File: src/rtl/rti_pop_sequencer.sv
// ---------------------------------------------------------------------------
// rti_pop_sequencer
//
// Multi-cycle return-from-interrupt sequencer. This is the read-back end of
// the interrupt-entry push. When an RTI is accepted, it pops three words from
// the data-memory stack through a req/ack read port:
//   the saved flags, then the upper PC word, then the lower PC word.
// While it does this it stalls the pipeline. In one final COMMIT cycle it
// strobes the restored PC, flags and SP into the architectural registers.
//
// Stack layout, ascending from the latched SP value S:
//   S+1 flags, S+2 PC high word, S+3 PC low word.
// Address arithmetic wraps modulo 2^ADDR_W.
//
// Ports
//   clk         clock, all state updates on the rising edge
//   reset       synchronous, active-high reset
//   rti_start   one-cycle RTI request from decode (ignored while busy)
//   sp_in       current SP, latched when an RTI is accepted
//   mem_req     read request, held with a stable mem_addr until mem_ack
//   mem_addr    read address
//   mem_rdata   read data, valid when mem_ack is high
//   mem_ack     read complete on this rising edge (ignored without mem_req)
//   stall       freeze fetch/decode; same as busy
//   busy        sequencer is not idle
//   pc_out      restored PC {hi, lo}, held until the next commit
//   pc_load     one-cycle PC load strobe
//   flags_out   restored flags, held until the next commit
//   flags_load  one-cycle flags load strobe
//   sp_out      restored SP = S + 3, held until the next commit
//   sp_load     one-cycle SP load strobe
//   done        one-cycle completion strobe
// ---------------------------------------------------------------------------
module rti_pop_sequencer #(
  parameter int DATA_W = 16,
  parameter int ADDR_W = 12,
  parameter int FLAG_W = 3
) (
  input  logic                clk,
  input  logic                reset,
  input  logic                rti_start,
  input  logic [ADDR_W-1:0]   sp_in,
  output logic                mem_req,
  output logic [ADDR_W-1:0]   mem_addr,
  input  logic [DATA_W-1:0]   mem_rdata,
  input  logic                mem_ack,
  output logic                stall,
  output logic                busy,
  output logic [2*DATA_W-1:0] pc_out,
  output logic                pc_load,
  output logic [FLAG_W-1:0]   flags_out,
  output logic                flags_load,
  output logic [ADDR_W-1:0]   sp_out,
  output logic                sp_load,
  output logic                done
);

  typedef enum logic [2:0] {
    IDLE      = 3'd0,
    POP_FLAGS = 3'd1,
    POP_PC_HI = 3'd2,
    POP_PC_LO = 3'd3,
    COMMIT    = 3'd4
  } state_t;

  state_t                state_q, state_d;
  logic [ADDR_W-1:0]     base_q, base_d;
  logic [FLAG_W-1:0]     flags_word_q, flags_word_d;
  logic [DATA_W-1:0]     pc_hi_q, pc_hi_d;

  logic                  mem_req_q, mem_req_d;
  logic [ADDR_W-1:0]     mem_addr_q, mem_addr_d;
  logic                  busy_q, busy_d;
  logic                  commit_q, commit_d;
  logic [2*DATA_W-1:0]   pc_out_q, pc_out_d;
  logic [FLAG_W-1:0]     flags_out_q, flags_out_d;
  logic [ADDR_W-1:0]     sp_out_q, sp_out_d;

  // Next-state and next-output logic. Every output is registered, so the
  // request/address/strobe values are computed here from the state being
  // entered (state_d) rather than the current one. That way mem_addr is
  // already correct in the first cycle of each pop. The PC low word is never
  // stored separately: it goes straight into pc_out on the edge that ends the
  // last pop, so the restored values are visible in the COMMIT cycle.
  always_comb begin
    state_d      = state_q;
    base_d       = base_q;
    flags_word_d = flags_word_q;
    pc_hi_d      = pc_hi_q;
    pc_out_d     = pc_out_q;
    flags_out_d  = flags_out_q;
    sp_out_d     = sp_out_q;
    commit_d     = 1'b0;

    case (state_q)
      IDLE: begin
        if (rti_start) begin
          base_d  = sp_in;
          state_d = POP_FLAGS;
        end
      end
      POP_FLAGS: begin
        if (mem_ack) begin
          flags_word_d = mem_rdata[FLAG_W-1:0];
          state_d      = POP_PC_HI;
        end
      end
      POP_PC_HI: begin
        if (mem_ack) begin
          pc_hi_d = mem_rdata;
          state_d = POP_PC_LO;
        end
      end
      POP_PC_LO: begin
        if (mem_ack) begin
          pc_out_d    = {pc_hi_q, mem_rdata};
          flags_out_d = flags_word_q;
          sp_out_d    = base_q + ADDR_W'(3);
          commit_d    = 1'b1;
          state_d     = COMMIT;
        end
      end
      COMMIT: begin
        state_d = IDLE;
      end
      default: begin
        state_d = IDLE;
      end
    endcase

    busy_d    = (state_d != IDLE);
    mem_req_d = (state_d == POP_FLAGS) || (state_d == POP_PC_HI) ||
                (state_d == POP_PC_LO);

    case (state_d)
      POP_FLAGS: mem_addr_d = base_d + ADDR_W'(1);
      POP_PC_HI: mem_addr_d = base_d + ADDR_W'(2);
      POP_PC_LO: mem_addr_d = base_d + ADDR_W'(3);
      default:   mem_addr_d = '0;
    endcase
  end

  // State and output registers. Reset is synchronous. It clears all partial
  // data and every output, so an RTI interrupted by reset leaves no trace.
  always_ff @(posedge clk) begin
    if (reset) begin
      state_q      <= IDLE;
      base_q       <= '0;
      flags_word_q <= '0;
      pc_hi_q      <= '0;
      mem_req_q    <= 1'b0;
      mem_addr_q   <= '0;
      busy_q       <= 1'b0;
      commit_q     <= 1'b0;
      pc_out_q     <= '0;
      flags_out_q  <= '0;
      sp_out_q     <= '0;
    end else begin
      state_q      <= state_d;
      base_q       <= base_d;
      flags_word_q <= flags_word_d;
      pc_hi_q      <= pc_hi_d;
      mem_req_q    <= mem_req_d;
      mem_addr_q   <= mem_addr_d;
      busy_q       <= busy_d;
      commit_q     <= commit_d;
      pc_out_q     <= pc_out_d;
      flags_out_q  <= flags_out_d;
      sp_out_q     <= sp_out_d;
    end
  end

  assign mem_req    = mem_req_q;
  assign mem_addr   = mem_addr_q;
  assign busy       = busy_q;
  assign stall      = busy_q;
  assign pc_out     = pc_out_q;
  assign flags_out  = flags_out_q;
  assign sp_out     = sp_out_q;
  assign pc_load    = commit_q;
  assign flags_load = commit_q;
  assign sp_load    = commit_q;
  assign done       = commit_q;

endmodule
File: config.mk
export PLATFORM = sky130hd
export DESIGN_NAME = rti_pop_sequencer
export DESIGN_NICKNAME = d
export VERILOG_FILES = /design/src/rtl/rti_pop_sequencer.sv
export SDC_FILE = /design/constraint.sdc
export NUM_CORES = 1
export LEC_CHECK = 0
export ABC_CLOCK_PERIOD_IN_PS = 3300
export CORE_UTILIZATION = 29
export CTS_CLUSTER_DIAMETER = 100
export DETAILED_ROUTE_END_ITERATION = 8
export GPL_ROUTABILITY_DRIVEN = 0
export GPL_TIMING_DRIVEN = 0
export RECOVER_POWER = 100
export SKIP_LAST_GASP = 1
export SLEW_MARGIN = 25
export SYNTH_ARGS = -nofsm -noshare
export SYNTH_HDL_FRONTEND = slang
export SYNTH_SLANG_ARGS = --single-unit
File: constraint.sdc
create_clock -name clk -period 3.3 [get_ports clk]
set_input_delay 0.66 -clock clk [delete_from_list [all_inputs] [get_ports clk]]
set_output_delay 0.66 -clock clk [all_outputs]
set_load 0.01 [all_outputs]
After elaboration in Yosys (flattened, before gate mapping):

Cells that the tools add are included.

* add/subtract/negate cells: 4
* multipliers: 0
* divide/modulo/power cells: 0
* order comparisons: 0
* eq/ne operators: 6
* shift-type cells: 0
* multiplexer cells: 9
* bitwise operators: 1
* reductions and logical operators: 8

Operators by type and width (number)
* adder 12 x 2 -> 12 bit, second input constant: 3
* one-hot mux 12 bit (3 select lines): 1
* two-way mux 12 bit: 2
* adder 12 x 1 -> 12 bit, second input constant: 1
* == test 3 x 2 -> 1 bit, second input constant: 4
* two-way mux 3 bit: 4
* one-hot mux 3 bit (4 select lines): 1
* == test 3 x 1 -> 1 bit, second input constant: 2
* AND reduction 2 bit: 3
* logical NOT 3 bit: 1
* nonzero test 3 bit: 1
* logical OR 1 bit: 2
* OR reduction 2 bit: 1
* two-way mux 1 bit: 1
* inverter 1 bit: 1

* register bits after elaboration: 96
* bits in latches: 0
* RAM bits: 0
* ROM bits: 0
* output and inout bits: 66
* memories: 0

Longest topological paths before layout:

* depth after elaboration: 5
* gate-level depth with buffers: 13
* gate-level depth less buffers: 10

Least setup slack after synthesis:

No wires, ideal clock.

* kind: in2reg
* start: in rti_start
* end: reg mem_addr_q[9], in the netlist mem_addr[9]
* library setup time: 0.120 ns
* data arrival time: 2.819 ns
* data required time: 3.180 ns
* setup slack: 0.362 ns
* stages: 13
* path through: nor4b_2 -> buf_6 -> buf_6 -> buf_4 -> nor2_1 -> a21oi_1 -> inv_1 -> ha_1 -> nand2_1 -> mux2i_1 -> o21ai_1 -> o21a_1 -> o31a_1

* longest elaborated chain between the ends: 4

RTL lines
* from (decl): RTL line 41 `input logic rti_start,`
* two-way mux 12 bit *: RTL line 97 `if (rti_start) begin`
* two-way mux 12 bit *: RTL line 95 `case (state_q)`
* via base_d[1]: RTL line 67 `logic [ADDR_W-1:0] base_q, base_d;`
* adder 12 x 2 -> 12 bit, or another cell as far along: RTL line 138 `POP_PC_LO: mem_addr_d = base_d + ADDR_W'(3);`
* one-hot mux 12 bit (3 select lines) *: RTL line 135 `case (state_d)`
* to (signal assigned): RTL line 164 `mem_addr_q <= mem_addr_d;`
* to (decl): RTL line 72 `logic [ADDR_W-1:0] mem_addr_q, mem_addr_d;`

The timed path passes the listed nets; every way through them passes the cells marked *.
A chain may end at the register's enable or synchronous reset.

Worst setup path in the final report:

Same ends and word-level chain as after synthesis.

==> flow_summary.yaml <==
routing:
  detail_route.wl_per_cell_um: 14.80
  final_antenna_net_count: 0
  drt_drc_violations_left: 0
  routed-via-count: 3780
  wl_mm: 11.65
  via_per_inst: 4.803
  detail_route.iter0.violations: 260
  drt-pass1-iter-count: 4
global_route:
  groute.layer.met2.usage_pct: 26.07
  first_global_vias: 3665
  gr-usage-met1_pct: 20.88
  largest_net_degree_at_the_start_of_global_routing: 17
  globalRouteTotalUtil_pct: 16.20
  globalRouteOverflowTotal: 0
  grt_antenna_before_repair: 0
  first_pass_grt_wire_length_mm: 18.48
  grt.busiest_layer: "met2"
  global_route_met3_usage_pct: 3.712
worst_hold_path:
  hp-start: "pc_hi_q[10]"
  worst_hold_path_type: "reg -> reg"
  hold-path-cell-count: 2
  worstHoldEndpoint: "pc_out[26]"
run_status:
  run_status: "finished, final reports clean"
critical_path:
  cp.arrival_ns: 3.23
  worstPathRequired_ns: 3.53
  timing.critical_path.fanout_max: 10
  worstSetupEndpointType: "flip-flop"
  startpoint: "rti_start"
  regToRegStartpoint: "state_q[1]"
  worst-r2r-setup-slack_ns: 0.38
  rr_endpoint: "mem_addr[9]"
  worstSetupPathType: "in -> reg"
  reg2reg_depth: 13
  crit_path_start_kind: "input port"
die:
  die_area_mm2: 0.01460
  initial_core_util_pct: 29.63
  num_rows: 43
  die_width_um: 120.9
  core_area_mm2: 0.01383
  die_h_um: 120.9
  ioPinCount: 98
synthesis:
  synth.yosys.warnings: 0
  synth_nets: 531
  synth_compound_area_share_pct: 18.02
  synthesis.area_per_instance_um2: 8.276
  synth_flop_cell: "sky130_fd_sc_hd__dfxtp_1"
  synth_area_mm2: 0.004096
  synth_enable_flop_cells: 0
  synth_simple_gate_area_share_pct: 21.29
  synth-seq-cells: 96
  synth_largest_area_cell: "sky130_fd_sc_hd__dfxtp_1"
  synth_mux_area_share_pct: 4.704
  syn_inst: 495
  ys_top_cells_by_area: "sky130_fd_sc_hd__dfxtp_1 47%, sky130_fd_sc_hd__nand2_1 11%, sky130_fd_sc_hd__a21oi_1 8.3%"
  adder_and_majority_gate_portion_of_the_synthesized_area_pct: 1.405
  synth-xor-area-share_pct: 2.779
  synth-seq-area-share_pct: 46.92
  synthDominantCellAreaShare_pct: 46.92
  synth-async-reset-ratio_pct: 0
  post_synth_num_cell_types: 56
  dominant_combinational_cell_family_by_area_after_synthesis: "simple AND/OR/NAND/NOR gates"
timing:
  hold_violations: 0
  timing_max_transition_violations_final: 0
  final.hold.worst_slack_ns: 0.4548
  setup_repair_after_global_routing_missed_its_margin: "no"
  slew_headroom_pct: 45.74
  setup-violations-final: 0
  highest_clock_rate_mhz: 333.4
  layout_setup_ws_ns: 0.3003
  finalCritPeriodShare_pct: 90.90
  final.setup_skew_ns: 0.007067
  max_slew.worst_pin.slew_ns: 0.8077
  period_minus_slack_ns: 3.000
power:
  vdd_drop_max_mv: 0.2387
  power_density_mw_per_mm2: 469.4
  p_leak_nw: 2.128
place:
  hpwlAfterDp_mm: 8.652
  dpl-instance-area_mm2: 0.005283
  dpl_worst_slack_ns: -0.6316
  io_buffers: 96
cts:
  clock_sinks: 96
  worst_case_clock_buffer_depth: 2
  clkSlewWorstSetupHoldPaths_ns: 0.07
  clock_tree_from_tritoncts: "done"
  root_buffer_cell: "sky130_fd_sc_hd__clkbuf_16"
  clk_latency_worst_skew_pair_ns: 0.34
  cts-htree-levels: 3
  cts_buffers: 9
  post_cts_hold_buffer_count: 0
job:
  max_cap_violations: 0
cells_and_area:
  final.fill_count: 1359
  post-route-util_pct: 40.50
  layout-drive-gt1-share_pct: 6.425
  antenna_cells_inserted: 0
  final_net_count: 639
  final_cell_area_mm2: 0.005600
  syn2layout_area_growth_pct: 36.71
## worst max-delay path, cell delays in order
cell and delay [ns]:
sky130_fd_sc_hd__dlymetal6s2s_1 0.15, sky130_fd_sc_hd__nor4b_1 0.35, sky130_fd_sc_hd__buf_6 0.16, sky130_fd_sc_hd__buf_6 0.16, sky130_fd_sc_hd__buf_6 0.17, sky130_fd_sc_hd__nor2_1 0.06
sky130_fd_sc_hd__a21oi_2 0.18, sky130_fd_sc_hd__inv_1 0.13, sky130_fd_sc_hd__ha_1 0.32, sky130_fd_sc_hd__nand2_1 0.09, sky130_fd_sc_hd__mux2i_4 0.19, sky130_fd_sc_hd__o21ai_2 0.13
sky130_fd_sc_hd__o21a_1 0.21, sky130_fd_sc_hd__o31a_1 0.27
## what timing repair did
| item | CTS | global route |
|---|---|---|
| gates resized for setup | 4 | 3 |
| setup buffers | 1 | 0 |
| hold endpoints to repair | 0 | 0 |
| endpoints found under the setup margin | 10 | 6 |
## synth_stat cells (2+ instances only)
library cell / number
sky130_fd_sc_hd__a211oi_1: 11
sky130_fd_sc_hd__a21boi_0: 2
sky130_fd_sc_hd__a21o_1: 4
sky130_fd_sc_hd__a21oi_1: 68
sky130_fd_sc_hd__a22oi_1: 4
sky130_fd_sc_hd__a32oi_1: 2
sky130_fd_sc_hd__and2_1: 3
sky130_fd_sc_hd__and3_1: 4
sky130_fd_sc_hd__buf_2: 4
sky130_fd_sc_hd__buf_4: 5
sky130_fd_sc_hd__buf_6: 2
sky130_fd_sc_hd__clkbuf_1: 23
sky130_fd_sc_hd__dfxtp_1: 96
sky130_fd_sc_hd__ha_1: 3
sky130_fd_sc_hd__inv_1: 8
sky130_fd_sc_hd__mux2_2: 2
sky130_fd_sc_hd__mux2i_1: 12
sky130_fd_sc_hd__mux2i_2: 2
sky130_fd_sc_hd__nand2_1: 121
sky130_fd_sc_hd__nand2b_1: 2
sky130_fd_sc_hd__nand3_1: 6
sky130_fd_sc_hd__nand3b_1: 3
sky130_fd_sc_hd__nand4_1: 4
sky130_fd_sc_hd__nor2_1: 41
sky130_fd_sc_hd__nor3_1: 6
sky130_fd_sc_hd__o211a_1: 2
sky130_fd_sc_hd__o211ai_1: 3
sky130_fd_sc_hd__o21a_1: 2
sky130_fd_sc_hd__o21ai_0: 9
sky130_fd_sc_hd__o31a_1: 4
sky130_fd_sc_hd__xnor2_1: 6
sky130_fd_sc_hd__xor2_1: 7
## power by group
group          switching (mW)  internal [mW]
clock                   0.465          0.589
combinational           0.190          0.157
sequential             0.0274           1.20
total                   0.683           1.95
## metal layers
metal | vias up | share of wire, %
met4 | 0 | 1.5
met2 | 105 | 47
met3 | 16 | 5.2
met5 | - | 0
li1 | 1898 | -
met1 | 1761 | 47
## state kept, by name, summed over array words and instances (netlist names)
name / cells
busy: 1
pc_out: 32
pc_hi_q: 16
flags_out: 3
sp_out: 12
mem_addr: 12
done: 1
flags_word_q: 3
mem_req: 1
state_q: 3
base_q: 12
## cell type report
class,instances,area (µm²),area share (%)
buffer,35,170.2,3.038
clock buffer,9,225.2,4.021
clock inverter,6,68.82,1.229
inverter,8,30.03,0.5362
multi-input combinational,356,1988,35.50
sequential,96,1922,34.32
tap,180,225.2,4.021
timing repair buffer,97,970.9,17.34
## cell usage in the layout, fill, tap and decap left out, types with 3 or more instances in the layout
cell type	instances
sky130_fd_sc_hd__a211oi_1	11
sky130_fd_sc_hd__a21o_1	4
sky130_fd_sc_hd__a21oi_1	67
sky130_fd_sc_hd__a22oi_1	4
sky130_fd_sc_hd__and3_1	4
sky130_fd_sc_hd__buf_4	5
sky130_fd_sc_hd__buf_6	3
sky130_fd_sc_hd__clkbuf_1	27
sky130_fd_sc_hd__clkbuf_16	9
sky130_fd_sc_hd__clkdlybuf4s50_1	28
sky130_fd_sc_hd__dfxtp_1	96
sky130_fd_sc_hd__dlygate4sd3_1	67
sky130_fd_sc_hd__ha_1	3
sky130_fd_sc_hd__inv_1	8
sky130_fd_sc_hd__mux2i_1	11
sky130_fd_sc_hd__nand2_1	121
sky130_fd_sc_hd__nand3_1	6
sky130_fd_sc_hd__nand3b_1	3
sky130_fd_sc_hd__nand4_1	4
sky130_fd_sc_hd__nor2_1	41
sky130_fd_sc_hd__nor3_1	6
sky130_fd_sc_hd__o211ai_1	3
sky130_fd_sc_hd__o21ai_0	9
sky130_fd_sc_hd__o31a_1	4
sky130_fd_sc_hd__xnor2_1	6
sky130_fd_sc_hd__xor2_1	7
## metrics by stage
| step | power (mW) | instances | setup TNS (ns) |
|---|---|---|---|
| 6_report | 2.629 | 787 | 0 |
| 5_1_grt | 2.730 | 787 | 0 |
| 3_5_place_dp | 1.598 | 771 | -4.801 |
| 2_1_floorplan | 1.447 | 495 | 0 |
| 3_3_place_gp | 1.594 | 771 | -4.343 |
| 4_1_cts | 2.646 | 787 | 0 |
## how the worst max path moves through the flow
stage / depth (start not counted) / endpoint / slack (ns)
2_1_floorplan: 13 / mem_addr[9] / 0.36
6_report: 14 / mem_addr[9] / 0.30
3_3_place_gp: 14 / mem_addr[9] / -0.61
4_1_cts: 14 / mem_addr[9] / 0.005
5_1_grt: 14 / mem_addr[9] / 0.18
3_5_place_dp: 14 / mem_addr[9] / -0.63
## kinds of logic (layout without fill, tap and decap cells)
| kind of cell | after synthesis | count (layout) |
|---|---|---|
| XOR/XNOR | 13 | 13 |
| AO/OA/AOI/OAI | 121 | 121 |
| AND/OR/NAND/NOR | 201 | 201 |
| buffers and inverters | 43 | 155 |
| adder cells (fa/ha/maj) | 4 | 4 |
| multiplexers | 17 | 17 |
| flip-flops | 96 | 96 |
(Power assumes the default switching activity.)
==> RTL edit (config.mk and constraints unchanged) <==
Encoding of `state_t`: now one-hot (5 bits for 5 states).
--- a/src/rtl/rti_pop_sequencer.sv
+++ b/src/rtl/rti_pop_sequencer.sv
@@ -55,12 +55,12 @@
   output logic                done
 );
 
-  typedef enum logic [2:0] {
-    IDLE      = 3'd0,
-    POP_FLAGS = 3'd1,
-    POP_PC_HI = 3'd2,
-    POP_PC_LO = 3'd3,
-    COMMIT    = 3'd4
+  typedef enum logic [4:0] {
+    IDLE      = 5'b00001,
+    POP_FLAGS = 5'b00010,
+    POP_PC_HI = 5'b00100,
+    POP_PC_LO = 5'b01000,
+    COMMIT    = 5'b10000
   } state_t;
 
   state_t                state_q, state_d;
Behaviour: same outputs for any inputs over 10 cycles, from zero or initial values and one cycle with reset high; not proved beyond that.
==> RTL edit against the unedited design <==
Area after synthesis grew 9.7%. Cell area grew 7.4%. Global-route usage grew 0.50 points. Worst setup slack lost 0.22 ns. First-iteration DRC count grew 51%. Clock power shrank 7%. Non-clock buffer count grew 9. Total power shrank 6.3%. Core utilization shrank 0.81 points. Routed wire length grew 13%. Sequential cell count grew 2. Via count grew 13%. Critical path type unchanged. Highest routed layer unchanged.
==> RTL edit: results (changes against the unedited design) <==
cts_setup_buffers: 2  # was 1
crit_fanout: 10  # unchanged
hpwlAfterDp_um: 9890  # was 8650 um
cpPeakStageDelay_ns: 0.59  # was 0.35 ns
finalWirelength_um: 13200  # was 11600 um
synth_common_cells: "nand2_1, dfxtp_1, a21oi_1, nor2_1, clkbuf_1"  # unchanged
rr_startpoint: "state_q[3]$_SDFF_PP0_"  # was state_q[1]$_SDFF_PP0_
async_flop_share: 0  # unchanged
netlist-cell-type-count: 66  # was 56
vias: 4275  # was 3780
place_inst: 835  # was 771
fill_cells: 1529  # was 1359
first_pass_iters: 6  # was 4
placed_area_sq_mm: 0.00570  # was 0.00528 sq mm
use_met2: 0.264  # was 0.261
r2r_slack_ns: 0.17  # was 0.38 ns
r2r_end: "mem_addr[6]$_SDFF_PP0_"  # was mem_addr[9]$_SDFF_PP0_
critPathSlowestCell: "or4_4"  # was nor4b_1
io_buffer_count: 97  # was 96
cp.arrival_ns: 3.46  # was 3.23 ns
hold_end: "pc_out[28]$_SDFFE_PP0P_"  # was pc_out[26]$_SDFFE_PP0P_
m1WireLength_um: 6070  # was 5420 um
drtIter0Drc: 393  # was 260
holdCritPathClass: "reg2reg"  # unchanged
diodes: 0  # unchanged
path_delay_family: "simple AND/OR/NAND/NOR gates"  # was compound AO/OA/AOI/OAI gates
clock_skew_ns: 0.00856  # was 0.00707 ns
cts-root-buf: "clkbuf_16"  # unchanged
worst_slew_pin_slew_ns: 0.867  # was 0.808 ns
synth_area_leaders: "dfxtp_1, nand2_1, a21oi_1, nor2_1, a211oi_1"  # was dfxtp_1, nand2_1, a21oi_1, nor2_1, mux2i_1
routed_via_density: 5.01  # was 4.80
drive_gt1_frac: 0.0752  # was 0.0643
whs_ns: 0.451  # was 0.455 ns
postSynthCellCount: 550  # was 495
peakVddDrop_mv: 0.251  # was 0.239 mV
antenna_found_initial: 0  # unchanged
yosysSeqAreaShare: 0.437  # was 0.469
place_ws_ns: -0.630  # was -0.632 ns
htree_num_levels: 3  # unchanged
met2_length_um: 6020  # was 5440 um
nets: 697  # was 639
grtUsageMet3: 0.0388  # was 0.0371
grt_pass1_vias: 4117  # was 3665
use_met1: 0.217  # was 0.209
track_usage: 0.167  # was 0.162
power_leakage_uw: 0.00226  # was 0.00213 uW
grt_first_pass_wirelength_um: 21200  # was 18500 um
final_core_util: 0.397  # was 0.405
hp-start: "pc_out[28]$_SDFFE_PP0P_"  # was pc_hi_q[10]$_SDFFE_PP0P_
outcome: "complete, no violations"  # unchanged
synthesis.nets: 586  # was 531
wl_met3_um: 730  # was 611 um
r2r_cells: 11  # was 13
==> RTL edit: cell types whose count changed in the layout (fill, tap and decap cells not counted), moves of 3 or more <==
cell,delta
a211oi_1,+4
o32ai_1,+3
nor3_1,+3
a21o_1,-4
nor3b_1,+3
a21oi_1,+9
inv_1,+5
o31a_1,-4
o21ai_1,+7
o22ai_1,+6
o21ai_0,+3
nand3_1,+5
==> RTL edit: area by class of cell <==
cell class	instances	share of cell area
buffer	41	0.0356
clock buffer	10	0.0381
clock inverter	5	0.00645
inverter	14	0.00874
multi-input combinational	397	0.381
sequential	98	0.326
tap	188	0.0391
timing repair buffer	100	0.165
==> RTL edit: report_power, final <==
part / internal, uW / leakage, uW / total, uW / switching [uW]
Sequential: 1200 / 0.000793 / 1220 / 20.1
Combinational: 113 / 0.00134 / 263 / 150
Clock: 513 / 0.000129 / 978 / 464
==> RTL edit: cells by family (layout without fill, tap and decap cells) <==
kind of cell,Yosys count,after routing,share of synthesized area
AOI/OAI and AO/OA,147,147,0.209
xor gates and xnor gates,10,10,0.0195
adders and majority gates,4,4,0.0128
buffers and inverters,55,170,0.0585
DFF,98,98,0.437
muxes,12,12,0.0270
and+or+nand+nor,224,224,0.237
==> RTL edit: how the worst max path moves through the flow <==
stage / start / endpoint / slack (ns) / cells past startpoint
2_1_floorplan: rti_start / mem_addr[9]$_SDFF_PP0_ / 0.30 / 12
3_3_place_gp: rti_start / mem_addr[7]$_SDFF_PP0_ / -0.65 / 13
3_5_place_dp: rti_start / mem_addr[7]$_SDFF_PP0_ / -0.63 / 13
4_1_cts: mem_ack / mem_addr[6]$_SDFF_PP0_ / 0.02 / 10
5_1_grt: rti_start / mem_addr[5]$_SDFF_PP0_ / -0.02 / 14
6_report: rti_start / mem_addr[6]$_SDFF_PP0_ / 0.08 / 10
